===== config.mk =====
export PLATFORM = sky130hd
export DESIGN_NAME = fifo_serial_tx
export DESIGN_NICKNAME = d
export VERILOG_FILES = /design/src/rtl/fifo_tx_pkg.sv /design/src/rtl/fifo_serial_tx_bit_timer.sv /design/src/rtl/fifo_serial_tx.sv
export SDC_FILE = /design/constraint.sdc
export NUM_CORES = 1
export LEC_CHECK = 0
export BUFFER_PORTS_ARGS = -buffer_cell sky130_fd_sc_hd__clkbuf_2
export CAP_MARGIN = 20
export CORE_MARGIN = 2
export CORE_UTILIZATION = 40
export CTS_BUF_LIST = sky130_fd_sc_hd__clkbuf_16
export DETAILED_ROUTE_END_ITERATION = 10
export MAX_ROUTING_LAYER = met4
export PLACE_DENSITY = 0.67
export SYNTH_ARGS = -nofsm -noshare
export SYNTH_HDL_FRONTEND = slang
export SYNTH_HIERARCHICAL = 1
export SYNTH_SLANG_ARGS = --single-unit

===== constraint.sdc =====
create_clock -name clk -period 2.2 [get_ports clk]
set_input_delay 0.66 -clock clk [delete_from_list [all_inputs] [get_ports clk]]
set_output_delay 0.66 -clock clk [all_outputs]
set_load 0.05 [all_outputs]

===== src/rtl/fifo_tx_pkg.sv =====
// Shared types and line levels for the FIFO-draining serial transmitter.
package fifo_tx_pkg;

   typedef enum logic [2:0] {
      IDLE,
      REQ,
      WAIT,
      START,
      DATA,
      STOP
   } tx_state_t;

   localparam logic TX_IDLE_LEVEL = 1'b1;
   localparam logic START_LEVEL   = 1'b0;

endpackage


===== src/rtl/fifo_serial_tx_bit_timer.sv =====
// Free-running bit-period counter: counts 0..CLKS_PER_BIT-1 and wraps,
// held at zero while clear is high. Shared with the future receiver.
module bit_timer #(
   parameter int  CLKS_PER_BIT = 16,
   localparam int CW           = $clog2(CLKS_PER_BIT)
) (
   input  logic          clk,
   input  logic          reset,
   input  logic          clear,
   output logic [CW-1:0] count,
   output logic          last_tick
);

   localparam logic [CW-1:0] LAST_COUNT = CW'(CLKS_PER_BIT - 1);

   assign last_tick = (count == LAST_COUNT);

   always_ff @(posedge clk or posedge reset) begin
      if (reset) begin
         count <= '0;
      end else if (clear || last_tick) begin
         count <= '0;
      end else begin
         count <= count + 1'b1;
      end
   end

endmodule


===== src/rtl/fifo_serial_tx.sv =====
// Serial transmitter that pulls one word per frame from a FIFO read port and
// sends it as start bit, data LSB first, then stop bit(s).
module fifo_serial_tx
   import fifo_tx_pkg::*;
#(
   parameter int DATA_WIDTH   = 8,
   parameter int CLKS_PER_BIT = 16,
   parameter int STOP_BITS    = 1
) (
   input  logic                  clk,
   input  logic                  reset,
   input  logic                  enable,
   output logic                  fifo_rd_en,
   input  logic [DATA_WIDTH-1:0] fifo_rd_data,
   input  logic                  fifo_rd_val,
   output logic                  tx,
   output logic                  busy,
   output logic                  frame_done
);

   localparam int CW = $clog2(CLKS_PER_BIT);
   localparam int BW = (DATA_WIDTH > 1) ? $clog2(DATA_WIDTH) : 1;

   localparam logic [BW-1:0] LAST_DATA = BW'(DATA_WIDTH - 1);
   localparam logic [BW-1:0] LAST_STOP = BW'(STOP_BITS - 1);
   localparam logic [CW-1:0] NEAR_END  = CW'(CLKS_PER_BIT - 2);

   tx_state_t             state;
   tx_state_t             next_state;
   logic [DATA_WIDTH-1:0] shift_reg;
   logic [DATA_WIDTH-1:0] shift_d;
   logic [BW-1:0]         bit_cnt;
   logic [BW-1:0]         bit_cnt_d;
   logic [CW-1:0]         tick_count;
   logic                  last_tick;
   logic                  timer_clear;
   logic                  tx_d;
   logic                  rd_en_d;
   logic                  busy_d;
   logic                  done_d;

   assign timer_clear = !(state inside {START, DATA, STOP});

   bit_timer #(
      .CLKS_PER_BIT(CLKS_PER_BIT)
   ) u_bit_timer (
      .clk      (clk),
      .reset    (reset),
      .clear    (timer_clear),
      .count    (tick_count),
      .last_tick(last_tick)
   );

   always_ff @(posedge clk or posedge reset) begin
      if (reset) begin
         state <= IDLE;
      end else begin
         state <= next_state;
      end
   end

   always_comb begin
      next_state = state;
      case (state)
         IDLE:    if (enable) next_state = REQ;
         REQ:     next_state = WAIT;
         WAIT:    next_state = fifo_rd_val ? START : IDLE;
         START:   if (last_tick) next_state = DATA;
         DATA:    if (last_tick && (bit_cnt == LAST_DATA)) next_state = STOP;
         STOP: begin
            if (last_tick && (bit_cnt == LAST_STOP)) begin
               next_state = enable ? REQ : IDLE;
            end
         end
         default: next_state = IDLE;
      endcase
   end

   // bit_cnt indexes data bits in DATA and is reused to count stop bits in STOP
   always_comb begin
      shift_d   = shift_reg;
      bit_cnt_d = bit_cnt;
      case (state)
         WAIT: begin
            if (fifo_rd_val) begin
               shift_d   = fifo_rd_data;
               bit_cnt_d = '0;
            end
         end
         DATA: begin
            if (last_tick) begin
               shift_d   = shift_reg >> 1;
               bit_cnt_d = (bit_cnt == LAST_DATA) ? '0 : bit_cnt + 1'b1;
            end
         end
         STOP: begin
            if (last_tick) begin
               bit_cnt_d = (bit_cnt == LAST_STOP) ? '0 : bit_cnt + 1'b1;
            end
         end
         default: ;
      endcase
   end

   // Outputs are decoded from the upcoming state so they can be registered
   // yet still line up with the state they belong to.
   always_comb begin
      tx_d    = TX_IDLE_LEVEL;
      rd_en_d = (next_state == REQ);
      busy_d  = (next_state != IDLE);
      done_d  = (state == STOP) && (tick_count == NEAR_END) && (bit_cnt == LAST_STOP);
      case (next_state)
         START:   tx_d = START_LEVEL;
         DATA:    tx_d = shift_d[0];
         default: ;
      endcase
   end

   always_ff @(posedge clk or posedge reset) begin
      if (reset) begin
         shift_reg  <= '0;
         bit_cnt    <= '0;
         tx         <= TX_IDLE_LEVEL;
         fifo_rd_en <= 1'b0;
         busy       <= 1'b0;
         frame_done <= 1'b0;
      end else begin
         shift_reg  <= shift_d;
         bit_cnt    <= bit_cnt_d;
         tx         <= tx_d;
         fifo_rd_en <= rd_en_d;
         busy       <= busy_d;
         frame_done <= done_d;
      end
   end

endmodule


==> qor.txt, run 1 <==
Post-synth top flop: dfrtp_1
Final Skew: 0.00317 ns
drt pass-1 iters: 4
Max VDD drop: 0.717 mV
power per cell area: 1150 nW/µm²
Clk pin slew, worst setup/hold paths: 0.06 ns
CP top delay family: simple AND/OR/NAND/NOR gates
Sequential Power Share: 44.2%
share of layout cells above drive strength 1: 17.9%
Routed WL per cell: 12.5 µm
Leak: 0.000609 µW
Fmax achieved: 505 MHz
Worst Path Arrival: 2.16 ns
measured slew at the worst slew-check pin: 0.671 ns
outcome: finished, final reports clean
Final Max Slew Viols: 0
fraction of registers with async set or reset after synthesis: 100%
Cell Area, Synth: 1110 µm²
Routed WL: 1.92 mm
antenna-violating nets left: 0
worst-path fanout max: 12
top cells by count, synth: dfrtp_1, inv_1, o21ai_1
gate count of the mapped netlist: 109
setup violation total in the final timing report: 0
Synth Net Count: 125
cell with the most instances after synthesis: dfrtp_1
Sw Pwr: 500 µW
Max Cap Viol: 0
# resized after CTS: 0
largest cells by area after synthesis: dfrtp_1, a22oi_1, o21ai_1, ha_1, inv_1
post-synth cell types: 36
switching part of the total power: 34.5%
Post-synth EDFFs: 0
htree depth: 1
Non-Filler Instances: 154
number of synthesized register bits: 22
diode count: 0
CTS tree: yes
Buf/Inv on CP: 0
post-DR vias/cell: 5.36
Period minus WS final: 1.98 ns
share of power burned in the clock network: 25.7%
first-pass GRT wire length: 3.34 mm
# hold bufs at CTS: 0
grt ovf: 0
core box area: 2690 µm²
vias in the first global route: 752
initial drt markers: 44
Slowest cell on crit path: dfrtp_1
DRC Markers: 0
delay of the slowest critical-path stage: 0.40 ns
Vias: 826
Area Growth Syn to Fin: 14.1%
final net count: 140
internal power: 949 µW
Seq/Total Area, Yosys: 49.8%
largest net degree at the start of global routing: 19
largest area contributor in the netlist: dfrtp_1
period utilization: 90.0%
die height: 56.6 µm
Slew headroom: 55.2%
clock sink total: 22
All-Layer GR Usage: 13.6%
clock latency on the worst-skew pair: 0.25 ns
endpoint class of the critical path: flip-flop
DPL Wire Length: 1.48 mm
CP Cell Sequence: ha_1 -> and3_4 -> and4bb_1 -> or2_1 -> o21ai_4 -> o21a_1
placed cells: 150
Req. time, crit path: 2.38 ns
CTS Buf Count: 3
Buffers on Ports: 15
critical path class: reg2reg
Setup Buffers After CTS: 0
die area: 3210 µm²
RSZ-0062 raised after global routing: false
boundary pin count: 16
Yosys top cell area share: 47.5%
setup TNS: 0 ns
combinational fraction of design power: 30.1%
Rows: 19
Ys Warns: 6
GPL Wtd Cong: 0.823
Final Hold Viols: 0
startpoint types: flip-flop
Longest Clk Path Bufs: 2
worst min path class: in2async
Avg Inst Size Synth: 10.2 µm²
Root Buffer: clkbuf_16
max reg flops: 8
Starting Density: 41.2%
die span in x: 56.6 µm
initial antenna violation count: 0
power groups by stage:
stage | Combinational, µW | Sequential [µW] | Clock (µW)
finish | 436 | 641 | 372
global route | 487 | 662 | 401
CTS | 441 | 640 | 380
detailed placement | 440 | 644 | 0
global placement | 435 | 638 | 0
floorplan | 331 | 674 | 0
worst paths after layout:
check / endpoint / slack, ns / from / depth (start not counted)
hold / removal: u_bit_timer/count[2]$_DFF_PP0_ / 0.27 / reset / 2
hold reg to reg: bit_cnt[0]$_DFFE_PP0P_ / 0.51 / bit_cnt[0]$_DFFE_PP0P_ / 1
min in group clk: bit_cnt[0]$_DFFE_PP0P_ / 0.51 / bit_cnt[0]$_DFFE_PP0P_ / 1
setup / recovery: tx$_DFF_PP1_ / 0.22 / u_bit_timer/count[0]$_DFF_PP0_ / 6
max in group asynchronous: bit_cnt[2]$_DFFE_PP0P_ / 1.27 / reset / 2
setup reg to reg: tx$_DFF_PP1_ / 0.22 / u_bit_timer/count[0]$_DFF_PP0_ / 6
cell type report:
type,count,area [µm²]
Clock buffer,3,75.1
Clock inverter,1,3.75
Fill cell,248,1420
Inverter,13,48.8
Multi-Input combinational cell,68,463
Sequential cell,22,552
Tap cell,31,38.8
Timing Repair Buffer,16,82.6
cell usage in the layout, fill, tap and decap left out, drive strengths merged, types with 2 or more instances in the layout:
cell | synthesis | layout
a21oi | 5 | 5
a22oi | 8 | 8
clkbuf | 1 | 18
dfrtp | 21 | 21
ha | 4 | 4
inv | 13 | 14
nand2 | 7 | 7
nand2b | 3 | 3
nor2 | 2 | 2
nor2b | 5 | 5
nor3 | 3 | 3
o21ai | 12 | 12
per-stage QoR:
step	total power (µW)	setup slack, ns	utilization (%)	cell area [µm²]	hold WS (ns)
after floorplan	1010	0.281	-	1110	0.426
after global placement	1070	0.332	44.1	1180	0.489
after CTS	1460	0.242	47.0	1260	0.278
final	1450	0.220	47.0	1260	0.273
after detailed placement	1080	0.254	44.1	1180	0.505
after global routing	1550	0.0901	47.0	1260	0.282
layer usage:
metal	GRT usage, %	vias to the layer above	part of all wire, %
met5	-	-	0
met3	3.00	2	4.3
met4	4.08	0	0.83
met2	22.8	16	48
li1	-	410	-
met1	16.5	398	47
logic make-up after synthesis:
family,count (synthesis),share of synthesized area [%]
AOI/OAI and AO/OA,33,19.9
and+or+nand+nor,30,16.6
DFF,22,49.8
buffers and inverters,19,8.36
adders and majority gates,4,4.52
xor gates and xnor gates,1,0.791
(Power assumes the default switching activity.)
==> inputs of run 2 (changes only) <==
--- a/config.mk
+++ b/config.mk
@@ -13,6 +13,7 @@
 export DETAILED_ROUTE_END_ITERATION = 10
 export MAX_ROUTING_LAYER = met4
 export PLACE_DENSITY = 0.67
+export RECOVER_POWER = 100
 export SYNTH_ARGS = -nofsm -noshare
 export SYNTH_HDL_FRONTEND = slang
 export SYNTH_HIERARCHICAL = 1
==> qor.txt, run 2 (synthesized netlist as in run 1, its figures left out) <==
share of layout cells above drive strength 1: 13.8%
Buffers on Ports: 15
initial antenna violation count: 0
boundary pin count: 16
Routed WL per cell: 12.6 µm
max reg flops: 8
share of power burned in the clock network: 26.4%
grt ovf: 0
# hold bufs at CTS: 0
clock latency on the worst-skew pair: 0.25 ns
Final Hold Viols: 0
post-DR vias/cell: 5.33
setup violation total in the final timing report: 0
Sequential Power Share: 45.5%
worst min path class: in2async
Max Cap Viol: 0
worst-path fanout max: 12
Req. time, crit path: 2.39 ns
Fmax achieved: 510 MHz
Setup Buffers After CTS: 0
die span in x: 56.6 µm
measured slew at the worst slew-check pin: 0.664 ns
Period minus WS final: 1.96 ns
Final Max Slew Viols: 0
final worst setup slack: 0.237 ns
final instance area: 1250 µm²
Worst Path Arrival: 2.15 ns
CTS tree: yes
period utilization: 89.2%
GPL Wtd Cong: 0.823
die height: 56.6 µm
DRC Markers: 0
# resized after CTS: 0
All-Layer GR Usage: 13.6%
DPL Wire Length: 1.48 mm
Leak: 0.000592 µW
critical path class: reg2reg
Clk pin slew, worst setup/hold paths: 0.06 ns
combinational fraction of design power: 28.0%
post-placement cell area: 1180 µm²
pre-CTS setup slack: 0.254 ns
first-pass GRT wire length: 3.34 mm
switching part of the total power: 34.4%
Final Skew: 0.00267 ns
CTS Buf Count: 3
core box area: 2690 µm²
endpoint class of the critical path: flip-flop
startpoint types: flip-flop
Rows: 19
Slew headroom: 55.7%
Area Growth Syn to Fin: 12.7%
most frequent cells in the layout: dfrtp_1, inv_1, clkbuf_2
drt pass-1 iters: 4
htree depth: 1
vias in the first global route: 752
Starting Density: 41.2%
Routed WL: 1.94 mm
clock sink total: 22
Root Buffer: clkbuf_16
internal power: 926 µW
power per cell area: 1130 nW/µm²
RSZ-0062 raised after global routing: false
Sw Pwr: 485 µW
post-layout power: 1410 µW
diode count: 0
largest net degree at the start of global routing: 19
final hold slack: 0.273 ns
fill count: 248
final net count: 140
initial drt markers: 41
Max VDD drop: 0.692 mV
setup TNS: 0 ns
Longest Clk Path Bufs: 2
die area: 3210 µm²
commonest non-fill, non-tap cell in the layout: dfrtp_1
outcome: finished, final reports clean
Vias: 821
antenna-violating nets left: 0
run 2: layer usage:
| metal | GRT usage (%) | part of all wire, % | vias to the layer above | routed length [µm] |
|---|---|---|---|---|
| met5 | - | 0 | - | 0 |
| met4 | 4.08 | 0.83 | 0 | 16 |
| met3 | 3.00 | 2.9 | 2 | 56 |
| met2 | 22.8 | 48 | 10 | 934 |
| met1 | 16.5 | 48 | 398 | 930 |
| li1 | - | - | 411 | - |
run 2: per-stage QoR:
step / instances / utilization, %
2_1_floorplan: 109 / -
3_3_place_gp: 150 / 44.1
3_5_place_dp: 150 / 44.1
4_1_cts: 154 / 47.0
5_1_grt: 154 / 46.4
6_report: 154 / 46.4
run 2: path summary, 6_finish.rpt:
check	startpoint	endpoint	slack [ns]	cells after the start
min in group clk	shift_reg[6]$_DFFE_PP0P_	shift_reg[5]$_DFFE_PP0P_	0.51	2
max in group asynchronous	reset	bit_cnt[2]$_DFFE_PP0P_	1.28	2
setup reg to reg	u_bit_timer/count[0]$_DFF_PP0_	tx$_DFF_PP1_	0.24	6
setup / recovery	u_bit_timer/count[0]$_DFF_PP0_	tx$_DFF_PP1_	0.24	6
hold / removal	reset	u_bit_timer/count[2]$_DFF_PP0_	0.27	2
hold reg to reg	shift_reg[6]$_DFFE_PP0P_	shift_reg[5]$_DFFE_PP0P_	0.51	2
run 2: cell type report:
type	instances	area [µm²]	share of cell area, %
clock buffers	3	75.1	6.02
clock inverters	1	3.75	0.301
inverters	13	48.8	3.91
multi-input cells	68	452	36.2
flip-flops and latches	22	552	44.2
well taps	31	38.8	3.11
repair buffers	16	77.6	6.22
run 2: power groups by stage:
stage / logic (µW) / registers, µW / clock network (µW)
4_1_cts: 441 / 640 / 380
2_1_floorplan: 331 / 674 / 0
3_5_place_dp: 440 / 644 / 0
6_report: 395 / 642 / 373
5_1_grt: 446 / 662 / 401
3_3_place_gp: 435 / 638 / 0
run 2: worst max-delay path, cell delays in order, from the launching register on:
cell and delay [ns]:
dfrtp_1 0.42, ha_1 0.25, and3_4 0.23, and4bb_1 0.29
or2_1 0.32, o21ai_0 0.23, o21a_1 0.16
